## config.mk

```make
export PLATFORM = sky130hd
export DESIGN_NAME = seg_scan_decoder
export DESIGN_NICKNAME = d
export VERILOG_FILES = /design/src/rtl/seg_scan_decoder.sv
export SDC_FILE = /design/constraint.sdc
export NUM_CORES = 1
export LEC_CHECK = 0
export BUFFER_PORTS_ARGS = -buffer_cell sky130_fd_sc_hd__buf_2
export CAP_MARGIN = 20
export CORE_ASPECT_RATIO = 1.4
export CORE_MARGIN = 5
export CORE_UTILIZATION = 30
export CTS_BUF_LIST = sky130_fd_sc_hd__clkbuf_4 sky130_fd_sc_hd__clkbuf_8
export CTS_CLUSTER_SIZE = 16
export DETAILED_ROUTE_END_ITERATION = 8
export GPL_TIMING_DRIVEN = 0
export PLACE_DENSITY = 0.56
export SLEW_MARGIN = 40
export SYNTH_ARGS = -nofsm -noshare
export SYNTH_HDL_FRONTEND = slang
export SYNTH_SLANG_ARGS = --single-unit
export TNS_END_PERCENT = 30
```

## constraint.sdc

```tcl
create_clock -name clk -period 4.5 [get_ports clk]
set_input_delay 0.225 -clock clk [delete_from_list [all_inputs] [get_ports clk]]
set_output_delay 0.225 -clock clk [all_outputs]
set_load 0.01 [all_outputs]
```

## src/rtl/seg_scan_decoder.sv

```systemverilog
// -----------------------------------------------------------------------------
// seg_scan_decoder
//
// Purpose: watches the multiplexed 7-segment bus of the display driver and
// rebuilds the eight displayed characters as hex nibbles. Each digit must be
// held stable for STABLE_CYCLES registered cycles before it is captured into a
// live frame. Once all eight digits have been seen, the live frame is copied to
// the committed output registers and frame_valid pulses for one cycle.
//
// Parameters:
//   STABLE_CYCLES  consecutive cycles a {seg,dig} pair must be held (1..15)
//
// Ports:
//   clk          in   system clock
//   rst          in   asynchronous active-high reset
//   seg[7:0]     in   segment bus, active high (bit0=a .. bit6=g, bit7=dp)
//   dig[7:0]     in   digit select, active-low one-hot, dig[0]=rightmost
//   clear        in   synchronous clear of frame state, error and frame count
//   digit_val    out  committed hex value, nibble i = digit i
//   digit_blank  out  committed: digit i was blank
//   digit_bad    out  committed: digit i showed an undecodable pattern
//   dp           out  committed decimal-point state per digit
//   frame_valid  out  one-cycle pulse when a full frame is committed
//   frame_cnt    out  committed-frame counter, wraps 16'hFFFF -> 0
//   err          out  sticky: a non-one-hot, non-idle dig was captured
// -----------------------------------------------------------------------------
module seg_scan_decoder #(
   parameter int unsigned STABLE_CYCLES = 2
) (
   input  logic        clk,
   input  logic        rst,
   input  logic [7:0]  seg,
   input  logic [7:0]  dig,
   input  logic        clear,
   output logic [31:0] digit_val,
   output logic [7:0]  digit_blank,
   output logic [7:0]  digit_bad,
   output logic [7:0]  dp,
   output logic        frame_valid,
   output logic [15:0] frame_cnt,
   output logic        err
);

   localparam logic [3:0] STABLE_W = 4'(STABLE_CYCLES);

   // Decode a 7-segment pattern into {bad, blank, value[3:0]}.
   function automatic logic [5:0] decode_seg(input logic [6:0] p);
      logic [5:0] r;
      case (p)
         7'h3F:   r = {2'b00, 4'h0};
         7'h06:   r = {2'b00, 4'h1};
         7'h5B:   r = {2'b00, 4'h2};
         7'h4F:   r = {2'b00, 4'h3};
         7'h66:   r = {2'b00, 4'h4};
         7'h6D:   r = {2'b00, 4'h5};
         7'h7D:   r = {2'b00, 4'h6};
         7'h07:   r = {2'b00, 4'h7};
         7'h7F:   r = {2'b00, 4'h8};
         7'h6F:   r = {2'b00, 4'h9};
         7'h77:   r = {2'b00, 4'hA};
         7'h7C:   r = {2'b00, 4'hB};
         7'h39:   r = {2'b00, 4'hC};
         7'h5E:   r = {2'b00, 4'hD};
         7'h79:   r = {2'b00, 4'hE};
         7'h71:   r = {2'b00, 4'hF};
         7'h00:   r = {2'b01, 4'h0};
         default: r = {2'b10, 4'h0};
      endcase
      return r;
   endfunction

   // True when exactly one bit of the active-low select is low.
   function automatic logic one_low(input logic [7:0] d);
      logic [7:0] inv;
      inv = ~d;
      return (inv != 8'h00) && ((inv & (inv - 8'd1)) == 8'h00);
   endfunction

   // Index of the (single) low bit of the select.
   function automatic logic [2:0] low_index(input logic [7:0] d);
      logic [2:0] idx;
      idx = 3'd0;
      for (int i = 0; i < 8; i++) begin
         if (!d[i]) begin
            idx = 3'(i);
         end else begin
            idx = idx;
         end
      end
      return idx;
   endfunction

   // Input stage and stability tracking
   logic [7:0]  s_seg_q, s_seg_d;
   logic [7:0]  s_dig_q, s_dig_d;
   logic [3:0]  stab_cnt_q, stab_cnt_d;

   // Live (partial) frame
   logic [31:0] live_val_q, live_val_d;
   logic [7:0]  live_blank_q, live_blank_d;
   logic [7:0]  live_bad_q, live_bad_d;
   logic [7:0]  live_dp_q, live_dp_d;
   logic [7:0]  seen_q, seen_d;

   // Committed outputs and status
   logic [31:0] digit_val_q, digit_val_d;
   logic [7:0]  digit_blank_q, digit_blank_d;
   logic [7:0]  digit_bad_q, digit_bad_d;
   logic [7:0]  dp_q, dp_d;
   logic        frame_valid_q, frame_valid_d;
   logic [15:0] frame_cnt_q, frame_cnt_d;
   logic        err_q, err_d;

   // Combinational helpers
   logic        pair_chg_s;
   logic        capture_s;
   logic [7:0]  cap_seg_s;
   logic [7:0]  cap_dig_s;
   logic [5:0]  dec_s;
   logic [2:0]  idx_s;
   logic [7:0]  seen_next_s;

   // Register the bus and track how long the current pair has been held.
   // The counter loads 1 on the edge that registers a new pair, so a capture
   // lands STABLE_CYCLES-1 edges after the pair is first registered.
   always_comb begin
      s_seg_d    = seg;
      s_dig_d    = dig;
      pair_chg_s = ({seg, dig} != {s_seg_q, s_dig_q});
      if (pair_chg_s) begin
         stab_cnt_d = 4'd1;
      end else if (stab_cnt_q < STABLE_W) begin
         stab_cnt_d = stab_cnt_q + 4'd1;
      end else begin
         stab_cnt_d = stab_cnt_q;
      end
      // Only the edge on which the count reaches the threshold captures; a
      // saturated counter stays put and produces no further captures.
      capture_s = (stab_cnt_d == STABLE_W) && (pair_chg_s || (stab_cnt_q != STABLE_W));
      // With a threshold above 1 the held pair is already in the input
      // register at capture time; with a threshold of 1 the capture happens on
      // the very edge that registers the pair, so the incoming value is used.
      if (STABLE_CYCLES == 1) begin
         cap_seg_s = seg;
         cap_dig_s = dig;
      end else begin
         cap_seg_s = s_seg_q;
         cap_dig_s = s_dig_q;
      end
      dec_s = decode_seg(cap_seg_s[6:0]);
      idx_s = low_index(cap_dig_s);
   end

   // Capture into the live frame, detect frame completion and commit.
   always_comb begin
      live_val_d    = live_val_q;
      live_blank_d  = live_blank_q;
      live_bad_d    = live_bad_q;
      live_dp_d     = live_dp_q;
      seen_d        = seen_q;
      seen_next_s   = seen_q;
      digit_val_d   = digit_val_q;
      digit_blank_d = digit_blank_q;
      digit_bad_d   = digit_bad_q;
      dp_d          = dp_q;
      frame_valid_d = 1'b0;
      frame_cnt_d   = frame_cnt_q;
      err_d         = err_q;

      if (clear) begin
         live_val_d   = 32'h0000_0000;
         live_blank_d = 8'h00;
         live_bad_d   = 8'h00;
         live_dp_d    = 8'h00;
         seen_d       = 8'h00;
         err_d        = 1'b0;
         frame_cnt_d  = 16'h0000;
      end else begin
         if (capture_s && (cap_dig_s != 8'hFF)) begin
            if (one_low(cap_dig_s)) begin
               live_val_d[{idx_s, 2'b00} +: 4] = dec_s[3:0];
               live_blank_d[idx_s]             = dec_s[4];
               live_bad_d[idx_s]               = dec_s[5];
               live_dp_d[idx_s]                = cap_seg_s[7];
               seen_next_s                     = seen_q | (8'd1 << idx_s);
            end else begin
               err_d = 1'b1;
            end
         end else begin
            seen_next_s = seen_q;
         end

         // The completing capture is folded in by copying the updated live
         // values rather than the registered ones.
         if (seen_next_s == 8'hFF) begin
            digit_val_d   = live_val_d;
            digit_blank_d = live_blank_d;
            digit_bad_d   = live_bad_d;
            dp_d          = live_dp_d;
            seen_d        = 8'h00;
            frame_cnt_d   = frame_cnt_q + 16'd1;
            frame_valid_d = 1'b1;
         end else begin
            seen_d = seen_next_s;
         end
      end
   end

   // State registers; the input register resets to the idle bus value.
   always_ff @(posedge clk or posedge rst) begin
      if (rst) begin
         s_seg_q       <= 8'h00;
         s_dig_q       <= 8'hFF;
         stab_cnt_q    <= 4'd0;
         live_val_q    <= 32'h0000_0000;
         live_blank_q  <= 8'h00;
         live_bad_q    <= 8'h00;
         live_dp_q     <= 8'h00;
         seen_q        <= 8'h00;
         digit_val_q   <= 32'h0000_0000;
         digit_blank_q <= 8'h00;
         digit_bad_q   <= 8'h00;
         dp_q          <= 8'h00;
         frame_valid_q <= 1'b0;
         frame_cnt_q   <= 16'h0000;
         err_q         <= 1'b0;
      end else begin
         s_seg_q       <= s_seg_d;
         s_dig_q       <= s_dig_d;
         stab_cnt_q    <= stab_cnt_d;
         live_val_q    <= live_val_d;
         live_blank_q  <= live_blank_d;
         live_bad_q    <= live_bad_d;
         live_dp_q     <= live_dp_d;
         seen_q        <= seen_d;
         digit_val_q   <= digit_val_d;
         digit_blank_q <= digit_blank_d;
         digit_bad_q   <= digit_bad_d;
         dp_q          <= dp_d;
         frame_valid_q <= frame_valid_d;
         frame_cnt_q   <= frame_cnt_d;
         err_q         <= err_d;
      end
   end

   assign digit_val   = digit_val_q;
   assign digit_blank = digit_blank_q;
   assign digit_bad   = digit_bad_q;
   assign dp          = dp_q;
   assign frame_valid = frame_valid_q;
   assign frame_cnt   = frame_cnt_q;
   assign err         = err_q;

endmodule

```

* Word level (Yosys, flattened, before mapping)
Cells that the tools add are included.
Widths: inputs -> output; s select.
** Word-level totals
- Flip-flop bits (word level) :: 158
- Input bits :: 19
- Logic and storage cells :: 103
- Output and inout port bits :: 74
** Cells by class
- Reductions and logical operators :: 12
- Add/subtract/negate cells :: 4
- Shift operators :: 3
- Equality and inequality tests :: 22
- Bitwise gates (word level) :: 4
- Magnitude comparators :: 3
- Multiplexer cells :: 40
** Operator list (count)
- $mux 8 :: 14
- $pmux 6 s17 :: 1
- $mux 32 :: 3
- $eq 7x7->1 const B :: 12
- $bwmux 32 :: 1
- $mux 16 :: 2
- $shift 4x7->32 const A :: 1
- $shiftx 4x7->32 :: 1
- $bwmux 8 :: 3
- $mux 3 :: 6
- $add 16x1->16 const B :: 1
- $ne 16x16->1 :: 1
- $eq 7x3->1 const B :: 2
- $eq 7x6->1 const B :: 2
- $and 8x8->8 :: 1
- $eq 8x8->1 const B :: 1
- $logic_not 8->1 :: 1
- $mux 4 :: 2
- $ne 8x8->1 const B :: 1
- $not 8->8 :: 1
- $or 8x8->8 :: 1
- $reduce_bool 8->1 :: 1
- $shl 1x3->8 const A :: 1
- $sub 8x1->8 const B :: 1
- other kinds (16) :: 27

* Depth between registers and ports, before layout
- Depth after elaboration :: 15
- Mapped depth :: 16
- Mapped depth without buffers :: 14

* Least setup slack after synthesis
No wires, ideal clock.
- Path kind :: flip-flop to flip-flop
- From :: register s_dig_q[2] (netlist: cap_dig_s[2])
- To :: register frame_cnt_q[8] (netlist: frame_cnt[8])
- Data required time :: 4.372 ns
- Slack :: 0.976 ns
- Period minus slack after synthesis :: 3.524 ns
- Arrival :: 3.397 ns
- Cell stages (with the launch flop) :: 16
- Buffers on the path :: 2
- Path through :: dfstp_2 -> inv_1 -> o21ai_0 -> a21oi_1 -> or2_2 -> clkbuf_1 -> inv_1 -> ha_1 -> nand2_1 -> or3_1 -> a2111oi_0 -> o21ai_1 -> a22o_1 -> buf_2 -> nor4_2 -> mux2_1
** On the way
- Longest elaborated chain between the ends :: 13
- Elaborated cells between the ends (all ways) :: 26
** RTL lines
- start, declared :: RTL line 95 : logic [7:0] s_dig_q, s_dig_d;
- start signal, assigned :: RTL line 229 : s_dig_q <= s_dig_d;
- branches (longest 9 deep; another with $sub 8x1->8)
- $mux 8 * :: RTL line 179 : if (capture_s && (cap_dig_s != 8'hFF)) begin
- $mux 8 * :: RTL line 170 : if (clear) begin
- $eq 8x8->1 * :: RTL line 195 : if (seen_next_s == 8'hFF) begin
- $reduce_bool 2->1 (no source line) *
- end signal, assigned :: RTL line 241 : frame_cnt_q <= frame_cnt_d;
- end, declared :: RTL line 111 : logic [15:0] frame_cnt_q, frame_cnt_d;
Mark *: on every way between the ends. The select of a mux whose other input is x is not followed.
A chain may end at the register's enable or synchronous reset.

* Final worst setup path
- From :: register s_dig_q[5] (netlist: cap_dig_s[5])
- To :: register dp_q[0] (netlist: dp[0])
** On the way
- Longest elaborated chain between the ends :: 10
- Elaborated cells between the ends (all ways) :: 31
** RTL lines
- $not 8->8 / $mux 3 (equally long branches) :: RTL line 75, 84
- $sub 8x1->8 / $mux 3 (equally long branches) :: RTL line 76, 84
- $and 8x8->8 / $mux 3 (equally long branches) :: RTL line 76, 84
- $logic_not 8->1 (tied with other cells) :: RTL line 76 : return (inv != 8'h00) && ((inv & (inv - 8'd1)) == 8'h00);
- $logic_and 1x1->1 (tied with other cells) :: RTL line 76
- $mux 8 / $mux 1 (equally long branches) :: RTL line 180, 184
- $mux 8 / $demux 1 s3 (equally long branches) :: RTL line 179, 184
- $mux 8 / $bwmux 8 (equally long branches) :: RTL line 170, 184
- $eq 8x8->1 / $mux 8 (equally long branches) :: RTL line 195, 180
- $reduce_and 2->1 (no source line) / $mux 8 (equally long branches)
- end signal, assigned :: RTL line 239 : dp_q <= dp_d;
- end, declared :: RTL line 109 : logic [7:0] dp_q, dp_d;
Several ways; a longest one is shown, not always the timed one. The select of a mux whose other input is x is not followed.

==> results_dict.tcl <==
set metrics [dict create \
    core_area_um2 24670 \
    ir_drop_mv 0.1797 \
    syn_area_um2 7487 \
    die_h_um 196.9 \
    dieArea_um2 28260 \
    max-cap-violations 0 \
    p_sw_w 0.0006671 \
    hold_path.class "in -> reg" \
    cts_made_buffers 17 \
    finalSetupViolCount 0 \
    hold_ws_ns 0.1674 \
    netlist_top_cells_count "150 x dfrtp_1, 88 x nor2_1, 55 x o31ai_1" \
    powerDensity_nw_per_um2 292.3 \
    clockPowerShare_pct 38.4 \
    drive_gt1_share_pct 21.55 \
    wire_per_inst_um 18.44 \
    min_period_ns 4.219 \
    overflow 0 \
    rsz0062_at_grt "no" \
    via_per_inst 5.109 \
    internal-power_w 0.001950 \
    grt_pass1_wl_um 34560 \
    fillers 2535 \
    power_frac_seq_pct 54.8 \
    ys_top_cells_by_area "dfrtp_1 50%, mux2i_1 7.0%, o31ai_1 5.5%" \
    synthArstFlopShare_pct 100.0 \
    antenna_left 0 \
    io_pins 93 \
    cp-start-kind "flop" \
    dr.first_iter.drc_count 342 \
    outcome "finished, final reports clean" \
    hpwlAfterDp_um 15570 \
    clk_pin_slew_ns 0.09 \
    cp_slowest_cell "a211oi_4" \
    clockBufferDepth 2 \
    fin_area_um2 8954 \
    route.detailed.drc 0 \
    finalHoldViolCount 0 \
    switching_share_pct 25.49 \
    crit_required_ns 4.85 \
    ys_seq_elements 158 \
    arrival_ns 4.57 \
    power_w 0.002617 \
    regArea_um2 3964 \
    vias 5972 \
    crit_family "buffers and inverters" \
    yosysMostFrequentCell "dfrtp_1" \
    cts_tree "yes" \
    place_area_um2 8411 \
    portBuffers 92 \
    relSlewSlack_pct 45.41 \
    synth_top_area_share_pct 50.13 \
    antenna_found_initial 0 \
    fin_crit_sh_pct 93.75 \
    clock_latency_ns 0.45 \
    finalMaxSlewViolations 0 \
    grt_pass1_vias 6226 \
    grtUsageTotal_pct 15.59 \
    crit_path_end_kind "flop" \
    ys_dominant_reg_cell "dfrtp_1" \
    multi_input_area_um2 3248 \
    diodes 0 \
    synth.avg_cell_area_um2 10.52 \
    clock_sinks 158 \
    nNetsFinal 871 \
    slowest_delay_ns 0.58 \
    path_cells "buf_2, nand2_1, a21oi_1, or2_2, clkbuf_1, ha_1, ha_1, buf_1, a21oi_1, a211oi_4, nand3_2, inv_2, mux2_2" \
    yosysSeqAreaShare_pct 52.94 \
    syn-num-nets 740 \
    initial_utilization_pct 30.34 \
    area_growth_pct 19.59 \
    leakage_nw 4.192 \
    cts-htree-levels 4 \
    drt_first_pass_iters 5 \
    worst_slew_pin_slew_ns 0.8151 \
    finalSetupTns_ns 0 \
    crit_path_max_fanout 9 \
    ys_types 64 \
    wl_um 21550 \
    crit_buf_inv 4 \
    gp_congestion 0.8254 \
    synth-edff-count 0 \
    path_class "reg -> reg" \
    ys_warn_count 0 \
    synthCells 712 \
    combPwrFrac_pct 6.8 \
    dieWidth_um 143.5 \
    maxClockFrequency_ghz 0.2370 \
    fin_skew_ns 0.009839 \
    synth_top_area_cell "dfrtp_1" \
    clockRootBuffer "clkbuf_8" \
    grt_max_degree 58 \
    num_rows 68 \
]
==> final timing paths <==
kind	depth (start not counted)	slack, ns	end	from
max in group asynchronous	5	3.20	cap_dig_s[3]	rst
worst max-delay path	13	0.28	dp[0]	cap_dig_s[5]
worst min register to register	2	0.51	digit_val[28]	digit_val[28]
worst min-delay path	3	0.17	frame_cnt[7]	clear
worst max register to register	13	0.28	dp[0]	cap_dig_s[5]
min in group asynchronous	3	0.33	digit_val[3]	rst
==> layout by cell type (no fill, tap or decap), types with 19 or more instances in the layout <==
| cell type | Yosys | routed |
|---|---|---|
| buf_2 | 19 | 111 |
| clkbuf_1 | 29 | 29 |
| clkbuf_8 | 0 | 19 |
| dfrtp_1 | 150 | 150 |
| mux2i_1 | 52 | 52 |
| nand2_1 | 25 | 25 |
| nor2_1 | 88 | 88 |
| nor3_1 | 22 | 21 |
| o21ai_1 | 54 | 55 |
| o31ai_1 | 55 | 55 |
==> logic make-up after synthesis <==
family	share of synthesized area, %
and+or+nand+nor	15.21
AOI/OAI and AO/OA	15.41
DFF	52.94
buffers and inverters	3.827
muxes	8.757
xor gates and xnor gates	2.223
adders and majority gates	1.638
==> flip-flops by register name, indices dropped and copies added, names as in the netlist <==
| signal | cells |
|---|---|
| digit_val | 32 |
| live_val_q | 32 |
| frame_cnt | 16 |
| cap_dig_s | 8 |
| cap_seg_s | 8 |
| digit_bad | 8 |
| digit_blank | 8 |
| dp | 8 |
| live_bad_q | 8 |
| live_blank_q | 8 |
| live_dp_q | 8 |
| seen_q | 8 |
| stab_cnt_q | 4 |
| err | 1 |
| frame_valid | 1 |
==> routing by layer <==
metal	wire [um]	track usage [%]	vias to the layer above
li1	-	-	2821
met1	9194	19.70	2970
met2	11180	27.03	146
met3	682	2.354	35
met4	494	5.408	0
met5	0	0	-
==> final cells by class <==
type / instances / share of cell area (%)
inverters: 15 / 0.7127
multi-input cells: 487 / 36.28
flip-flops and latches: 158 / 44.27
well taps: 315 / 4.402
repair buffers: 112 / 7.742
clock inverters: 10 / 1.020
plain buffers: 52 / 2.571
clock buffers: 20 / 3.004
==> worst register-to-register path, cell delays in order (launching register included) <==
cell and delay, ns:
dfstp_2 0.52, buf_2 0.20, nand2_1 0.07, a21oi_1 0.27, or2_2 0.17, clkbuf_1 0.38
ha_1 0.27, ha_1 0.15, buf_1 0.42, a21oi_1 0.25, a211oi_4 0.58, nand3_2 0.32
inv_2 0.17, mux2_2 0.34
==> what timing repair did <==
item / in CTS / in global routing
endpoints found under the hold margin: 64 / 0
setup buffers: 0 / 1
endpoints found under the setup margin: 0 / 59
resized for setup: 0 / 1
hold buffers: 17 / 0
==> power by group through the flow <==
stage,registers [W],clock network [W],logic [W]
2_1_floorplan,0.00146,0,0.000106
3_3_place_gp,0.00146,0,0.000159
3_5_place_dp,0.00146,0,0.000168
4_1_cts,0.00143,0.00103,0.000180
5_1_grt,0.00144,0.00108,0.000199
6_report,0.00143,0.00100,0.000179
==> metrics by stage <==
step                      utilization, %  worst slack [ns]  cells
after global routing               36.29          0.003300   1169
final                              36.29            0.2811   1169
after detailed placement           34.09           0.09480   1121
after global placement             33.81            -1.969   1119
after CTS                          36.24           0.06774   1168
after floorplan                        -           0.02503    712
Note: power is estimated with default switching activity, not from simulation.
